## config.mk

```make
export PLATFORM = sky130hd
export DESIGN_NAME = vec_mem_responder
export DESIGN_NICKNAME = d
export VERILOG_FILES = /design/src/rtl/vec_mem_responder.sv
export SDC_FILE = /design/constraint.sdc
export NUM_CORES = 1
export LEC_CHECK = 0
export ABC_AREA = 1
export CAP_MARGIN = 20
export CORE_ASPECT_RATIO = 0.8
export CORE_MARGIN = 3
export CORE_UTILIZATION = 48
export DETAILED_ROUTE_END_ITERATION = 12
export GPL_TIMING_DRIVEN = 1
export MAX_ROUTING_LAYER = met4
export PLACE_DENSITY = 0.86
export SYNTH_ARGS = -nofsm -noshare
export SYNTH_HDL_FRONTEND = slang
export SYNTH_SLANG_ARGS = --single-unit
```

## constraint.sdc

```tcl
create_clock -name CLK -period 4.1 [get_ports CLK]
set_input_delay 0.41 -clock CLK [delete_from_list [all_inputs] [get_ports CLK]]
set_output_delay 0.41 -clock CLK [all_outputs]
set_load 0.02 [all_outputs]
```

## src/rtl/vec_mem_responder.sv

```systemverilog
// Vector memory responder: serialises a LANES-wide M-stage request onto a single-port
// synchronous RAM (1-cycle read latency) and stalls the pipeline until the vector completes.
module vec_mem_responder #(
  parameter int DATA_W = 18,
  parameter int ADDR_W = 10,
  parameter int LANES  = 3,
  parameter int DEPTH  = 1024
) (
  input  logic                     CLK,
  input  logic                     RST,
  input  logic                     ReqValid,
  input  logic                     ReqWrite,
  input  logic [LANES*ADDR_W-1:0]  AddrM,
  input  logic [LANES*DATA_W-1:0]  WriteDataM,
  output logic [LANES*DATA_W-1:0]  RDM,
  output logic                     StallMem,
  output logic                     RespValid,
  output logic [ADDR_W-1:0]        ram_addr,
  output logic [DATA_W-1:0]        ram_wdata,
  output logic                     ram_we,
  input  logic [DATA_W-1:0]        ram_rdata
);

  localparam int LW = (LANES > 1) ? $clog2(LANES) : 1;
  localparam logic [LW-1:0] LAST_LANE = LW'(LANES - 1);
  localparam logic [ADDR_W:0] DEPTH_C = (ADDR_W + 1)'(DEPTH);

  typedef enum logic [1:0] {
    IDLE  = 2'd0,
    ISSUE = 2'd1,
    WAIT  = 2'd2,
    DONE  = 2'd3
  } state_t;

  state_t                  state_r, state_s;
  logic [LW-1:0]           lane_r, lane_d_r;
  logic                    rd_pending_r, in_range_d_r, write_q_r, resp_valid_r;
  logic [ADDR_W-1:0]       addr_q_r  [LANES];
  logic [DATA_W-1:0]       wdata_q_r [LANES];
  logic [LANES*DATA_W-1:0] rdm_r;
  logic [ADDR_W-1:0]       cur_addr_s;
  logic [DATA_W-1:0]       cur_wdata_s;
  logic                    in_range_s;

  function automatic logic addr_in_range(input logic [ADDR_W-1:0] a);
    return ({1'b0, a} < DEPTH_C);
  endfunction

  // Current lane selection from the latched request
  always_comb begin
    cur_addr_s  = addr_q_r[lane_r];
    cur_wdata_s = wdata_q_r[lane_r];
    in_range_s  = addr_in_range(cur_addr_s);
  end

  // State register
  always_ff @(posedge CLK) begin
    if (RST) begin
      state_r <= IDLE;
    end else begin
      state_r <= state_s;
    end
  end

  // Next-state and RAM-side/stall decode
  always_comb begin
    state_s   = state_r;
    StallMem  = 1'b0;
    ram_addr  = {ADDR_W{1'b0}};
    ram_wdata = {DATA_W{1'b0}};
    ram_we    = 1'b0;
    case (state_r)
      IDLE: begin
        if (ReqValid) begin
          state_s  = ISSUE;
          StallMem = 1'b1;
        end else begin
          state_s = IDLE;
        end
      end
      ISSUE: begin
        StallMem  = 1'b1;
        ram_addr  = cur_addr_s;
        ram_wdata = cur_wdata_s;
        ram_we    = write_q_r & in_range_s;
        if (lane_r == LAST_LANE) begin
          state_s = write_q_r ? DONE : WAIT;
        end else begin
          state_s = ISSUE;
        end
      end
      WAIT: begin
        StallMem = 1'b1;
        state_s  = DONE;
      end
      DONE: begin
        state_s = IDLE;
      end
      default: begin
        state_s = IDLE;
      end
    endcase
  end

  // Request latch, lane sequencing, read capture and response pulse
  always_ff @(posedge CLK) begin
    if (RST) begin
      lane_r       <= {LW{1'b0}};
      lane_d_r     <= {LW{1'b0}};
      rd_pending_r <= 1'b0;
      in_range_d_r <= 1'b0;
      write_q_r    <= 1'b0;
      resp_valid_r <= 1'b0;
      rdm_r        <= {(LANES*DATA_W){1'b0}};
      for (int i = 0; i < LANES; i++) begin
        addr_q_r[i]  <= {ADDR_W{1'b0}};
        wdata_q_r[i] <= {DATA_W{1'b0}};
      end
    end else begin
      resp_valid_r <= (state_s == DONE);
      if (state_r == IDLE && ReqValid) begin
        lane_r    <= {LW{1'b0}};
        write_q_r <= ReqWrite;
        for (int i = 0; i < LANES; i++) begin
          addr_q_r[i]  <= AddrM[i*ADDR_W +: ADDR_W];
          wdata_q_r[i] <= WriteDataM[i*DATA_W +: DATA_W];
        end
      end else if (state_r == ISSUE && lane_r != LAST_LANE) begin
        lane_r <= lane_r + {{(LW-1){1'b0}}, 1'b1};
      end else begin
        lane_r <= lane_r;
      end
      // Data for a read lane issued this cycle arrives on the next edge
      rd_pending_r <= (state_r == ISSUE) && !write_q_r;
      if (state_r == ISSUE) begin
        lane_d_r     <= lane_r;
        in_range_d_r <= in_range_s;
      end else begin
        lane_d_r     <= lane_d_r;
        in_range_d_r <= in_range_d_r;
      end
      if (rd_pending_r) begin
        for (int i = 0; i < LANES; i++) begin
          if (lane_d_r == LW'(i)) begin
            rdm_r[i*DATA_W +: DATA_W] <= in_range_d_r ? ram_rdata : {DATA_W{1'b0}};
          end
        end
      end
    end
  end

  assign RDM       = rdm_r;
  assign RespValid = resp_valid_r;

endmodule

```

Word level (Yosys, flattened, before mapping). Memories as Yosys holds them, arrays and structs flattened. A register that Yosys moved wholly into a read port is not among the register bits. Cells that the tools add are included.

Memory bits (writable): 84. Logic and storage cells: 63. Input port bits: 106. Memories kept: 2. Flip-flop bits (word level): 64.

Memory list: wdata_q_r (depth 3, bits a word 18, rd ports 1, clocked after memory_dff 1, write ports 3, RTL line 39) `logic [DATA_W-1:0] wdata_q_r [LANES];`; addr_q_r (depth 3, bits a word 10, rd ports 1, clocked after memory_dff 1, write ports 3, RTL line 38) `logic [ADDR_W-1:0] addr_q_r [LANES];`.

Multiplexer cells: 25. $add $sub $neg: 1. Eq/ne operators: 8. Reductions and logical operators: 11. Bitwise gates (word level): 6.

Operators with widths (number): $mux W18 (5); $mux W10 (4); $eq A2 B2 Y1 const B (5); $mux W2 (5); $mux W1 (9); $pmux W2 S4 (1); $or A1 B1 Y1 (6); $reduce_and A2 Y1 (3); $eq A2 B1 Y1 const B (2); $logic_not A2 Y1 (2); $reduce_or A2 Y1 (2); $logic_and A1 B1 Y1 (3); $add A2 B1 Y2 const B (1); $ne A2 B2 Y1 const B (1); $pmux W1 S2 (1); $logic_not A1 Y1 (1).

Depth between registers and ports, before layout.
Depth in word-level cells: 6. Mapped depth: 8. Mapped depth without buffers: 8.

Worst setup path before layout. No wires, ideal clock.

Kind: register -> register. Start point: reg state_r[0]. End point: reg (tool-made name). Clock period less this slack: 3.018 ns. Cell stages (with the launch flop): 8. Arrival time: 2.897 ns. Setup slack: 1.082 ns. Path buffers: 0. Required time: 3.980 ns. Path through: dfxtp_1 inv_1 ha_1 nand2_1 nand2_1 inv_1 o21ai_0 nor2_1.

RTL lines: start, declared (RTL line 35) `state_t state_r, state_s;`; start signal, assigned (RTL line 61) `state_r <= state_s;`.

Worst setup path after layout.
Start point: reg state_r[1]. End point: out ram_wdata[1].

Longest elaborated chain between the ends: 2.

RTL lines: $eq A2 B1 Y1 (RTL line 72) `case (state_r)`; $mux W18 (RTL line 72); end, declared (RTL line 19) `output logic [DATA_W-1:0] ram_wdata,`.

Every way passes these cells.

==> flow_summary.toml <==
[run_status]
outcome = "completed"

[route]
wl_per_cell_um = 13.1
drt-initial-drc-count = 432
via_count = 5795
drt_pre_antenna_iters = 5
wl_um = 16600
viasPerCell = 4.59
drc = 0
drtAntennaViolNets = 0

[worst_setup_path]
r2r_end = "wdata_q_r[2][10]"
end_kind = "output port"
cp-start-kind = "flop"
cp_common_cell = "inv_1"
critPathSlowestCell = "clkdlybuf4s50_1"
cp.arrival_ns = 2.60
crit_path_max_incr_delay_ns = 0.53
rr_startpoint = "state_r[0]"
rr_worst_depth = 7
crit_required_ns = 3.69
crit_path_max_fanout = 16
critical_path_class = "flop to output port"
regToRegSetupSlack_ns = 1.90
path_cells = "inv_1, ha_1, inv_1, buf_8, nor2_1, nand2_1, inv_1, clkdlybuf4s50_1"

[grt]
grt_pass1_vias = 5375
grt_pass1_wl_um = 26400
globalRouteOverflowTotal = 0
grt_max_degree = 86
track_usage_pct = 21.4
antenna_found_initial = 0

[final_layout]
layout-drive-gt1-share_pct = 4.25
area_growth_pct = 37.4
final_cells = 1263
nNetsFinal = 1182
final_util_pct = 68.4
final_common_cell = "nor2_1"
fillCellCount = 1082
mostFrequentLayoutCells = "nor2_1 (244), nand2_1 (202), clkdlybuf4s50_1 (190), inv_1 (168), edfxtp_1 (84)"
final_cell_area_um2 = 9430
num_antenna_cells = 0

[clocking]
postCtsSetupRepairBufs = 0
h-tree-depth = 4
cts-resized-gates = 0
clk_path_buf_depth = 2
root_buffer = "clkbuf_16"
clk_pin_slew_ns = 0.06
tritoncts = "yes"
hold_buffers = 0
cts_sinks = 150
clkLatencyLatePin_ns = 0.41
cts_buffers = 17

[sta]
worstMarginPinSlew_ns = 0.978
setup_tns_ns = 0
clock_skew_ns = 0.0122
max_freq_ghz = 0.332
rsz0062_at_grt = "false"
fin_crit_ns = 3.01
hold_slack_ns = 0.476
slew_headroom_pct = 34.7
maxSlewViolCount = 0
final.period_utilization_pct = 73.5
timing.final.hold_violations = 0
setup_violations = 0

[run]
maxCapViolations = 0

[logic_synthesis]
synth_largest_area_cell = "edfxtp_1"
netlist_area_um2 = 6870
synthCells = 896
synth_cell_types = 15
synth_mux_area_share_pct = 0
synth.top_cell.area_share_pct = 36.7
synthTopCellsByArea = "edfxtp_1 (37%), dfxtp_1 (19%), nor2_1 (13%)"
synth_area_per_cell_um2 = 7.66
synth_adder_area_share_pct = 1.09
synth_xor_area_share_pct = 0
synth-simple-area-share_pct = 28.4
syn_nets = 1008
synth_top_family_by_area = "simple AND/OR/NAND/NOR gates"
ys_warn_count = 0
ys_seq_area_share_pct = 56.0
synth_compound_area_share_pct = 1.82
ys_ff_latch = 150

[floorplan]
die_h_um = 113
die_w_um = 140
start_util_pct = 49.8
dieArea_um2 = 15800
ios = 191
core-area_um2 = 13800
num_rows = 38

[placed_design]
place_hpwl_um = 11200
numPortBuffers = 190
routabilityCongestion = 0.883
dpl-instance-area_um2 = 8800
place_inst = 1227

[min_path]
holdPathStages = 2
min_path_type = "flop to flop"
holdCritStartpoint = "write_q_r"
min_to = "write_q_r"

[power_and_ir_drop]
powerDensity_nw_per_um2 = 404
p_leak_nw = 4.71
ir_worst_vdd_uv = 334
metal layers:
layer / GRT usage [%] / part of all wire [%] / routed length (um) / vias up
met5: - / 0 / 0 / -
met4: 7.81 / 2.3 / 377 / 0
met3: 4.39 / 5.8 / 959 / 27
met2: 34.2 / 48 / 7880 / 190
met1: 27.2 / 44 / 7360 / 2560
li1: - / - / - / 3018
power by group:
part	leakage, nW	internal [mW]	switching (mW)
logic	2.99	0.259	0.326
clock network	0.277	0.827	0.655
registers	1.44	1.70	0.0444
logic make-up (layout without fill, tap and decap cells):
kind of cell    count (synthesis)  after routing
compound gates                 25             25
fa+ha+maj                       6              6
buf+inv                       214            401
flops                         150            150
simple gates                  501            501
flip-flops by register name (all words and copies together), names as in the netlist, named ones only:
name and count:
wdata_q_r 54, write_q_r 1, lane_r 2, lane_d_r 2, in_range_d_r 1, RespValid 1, addr_q_r 30, RDM 54
rd_pending_r 1, state_r 2
worst max-delay path: cells and delay by family (launching register included):
| family | cells | cell delay, ns |
|---|---|---|
| adders and majority gates | 1 | 0.27 |
| buffers and inverters | 5 | 1.44 |
| DFF | 1 | 0.35 |
| and+or+nand+nor | 2 | 0.12 |
final cells by class:
type / instances / area (um^2) / area share [%]
Sequential cell: 150 / 3840 / 40.8
Multi-Input combinational cell: 532 / 2160 / 22.9
Timing Repair Buffer: 199 / 2000 / 21.3
Inverter: 170 / 638 / 6.77
Clock buffer: 18 / 450 / 4.78
Tap cell: 180 / 225 / 2.39
Clock inverter: 14 / 111 / 1.18
worst max path at each step:
stage	to	slack (ns)	from	depth (start not counted)
after floorplan	flop	1.08	state_r[0]	7
after global placement	lane_r[0]	1.36	RST	6
after detailed placement	ram_wdata[6]	1.24	state_r[1]	7
after CTS	ram_wdata[6]	0.78	state_r[1]	7
after global routing	ram_wdata[4]	0.90	state_r[1]	8
final	ram_wdata[1]	1.09	state_r[1]	8
per-stage QoR:
step	setup WS, ns	power, mW
2_1_floorplan	1.08	2.10
3_3_place_gp	1.36	2.35
3_5_place_dp	1.24	2.36
4_1_cts	0.777	3.83
5_1_grt	0.899	3.97
6_report	1.09	3.81
cells in the mapped netlist, drive strengths merged:
master and instances:
edfxtp 84, a21oi 21, o21ai 4, buf 38, nand3 51, nand2 204, nor3 1, ha 6
nor2 245, inv 170, clkbuf 6, dfxtp 66
Note: power is estimated with default switching activity, not from simulation.
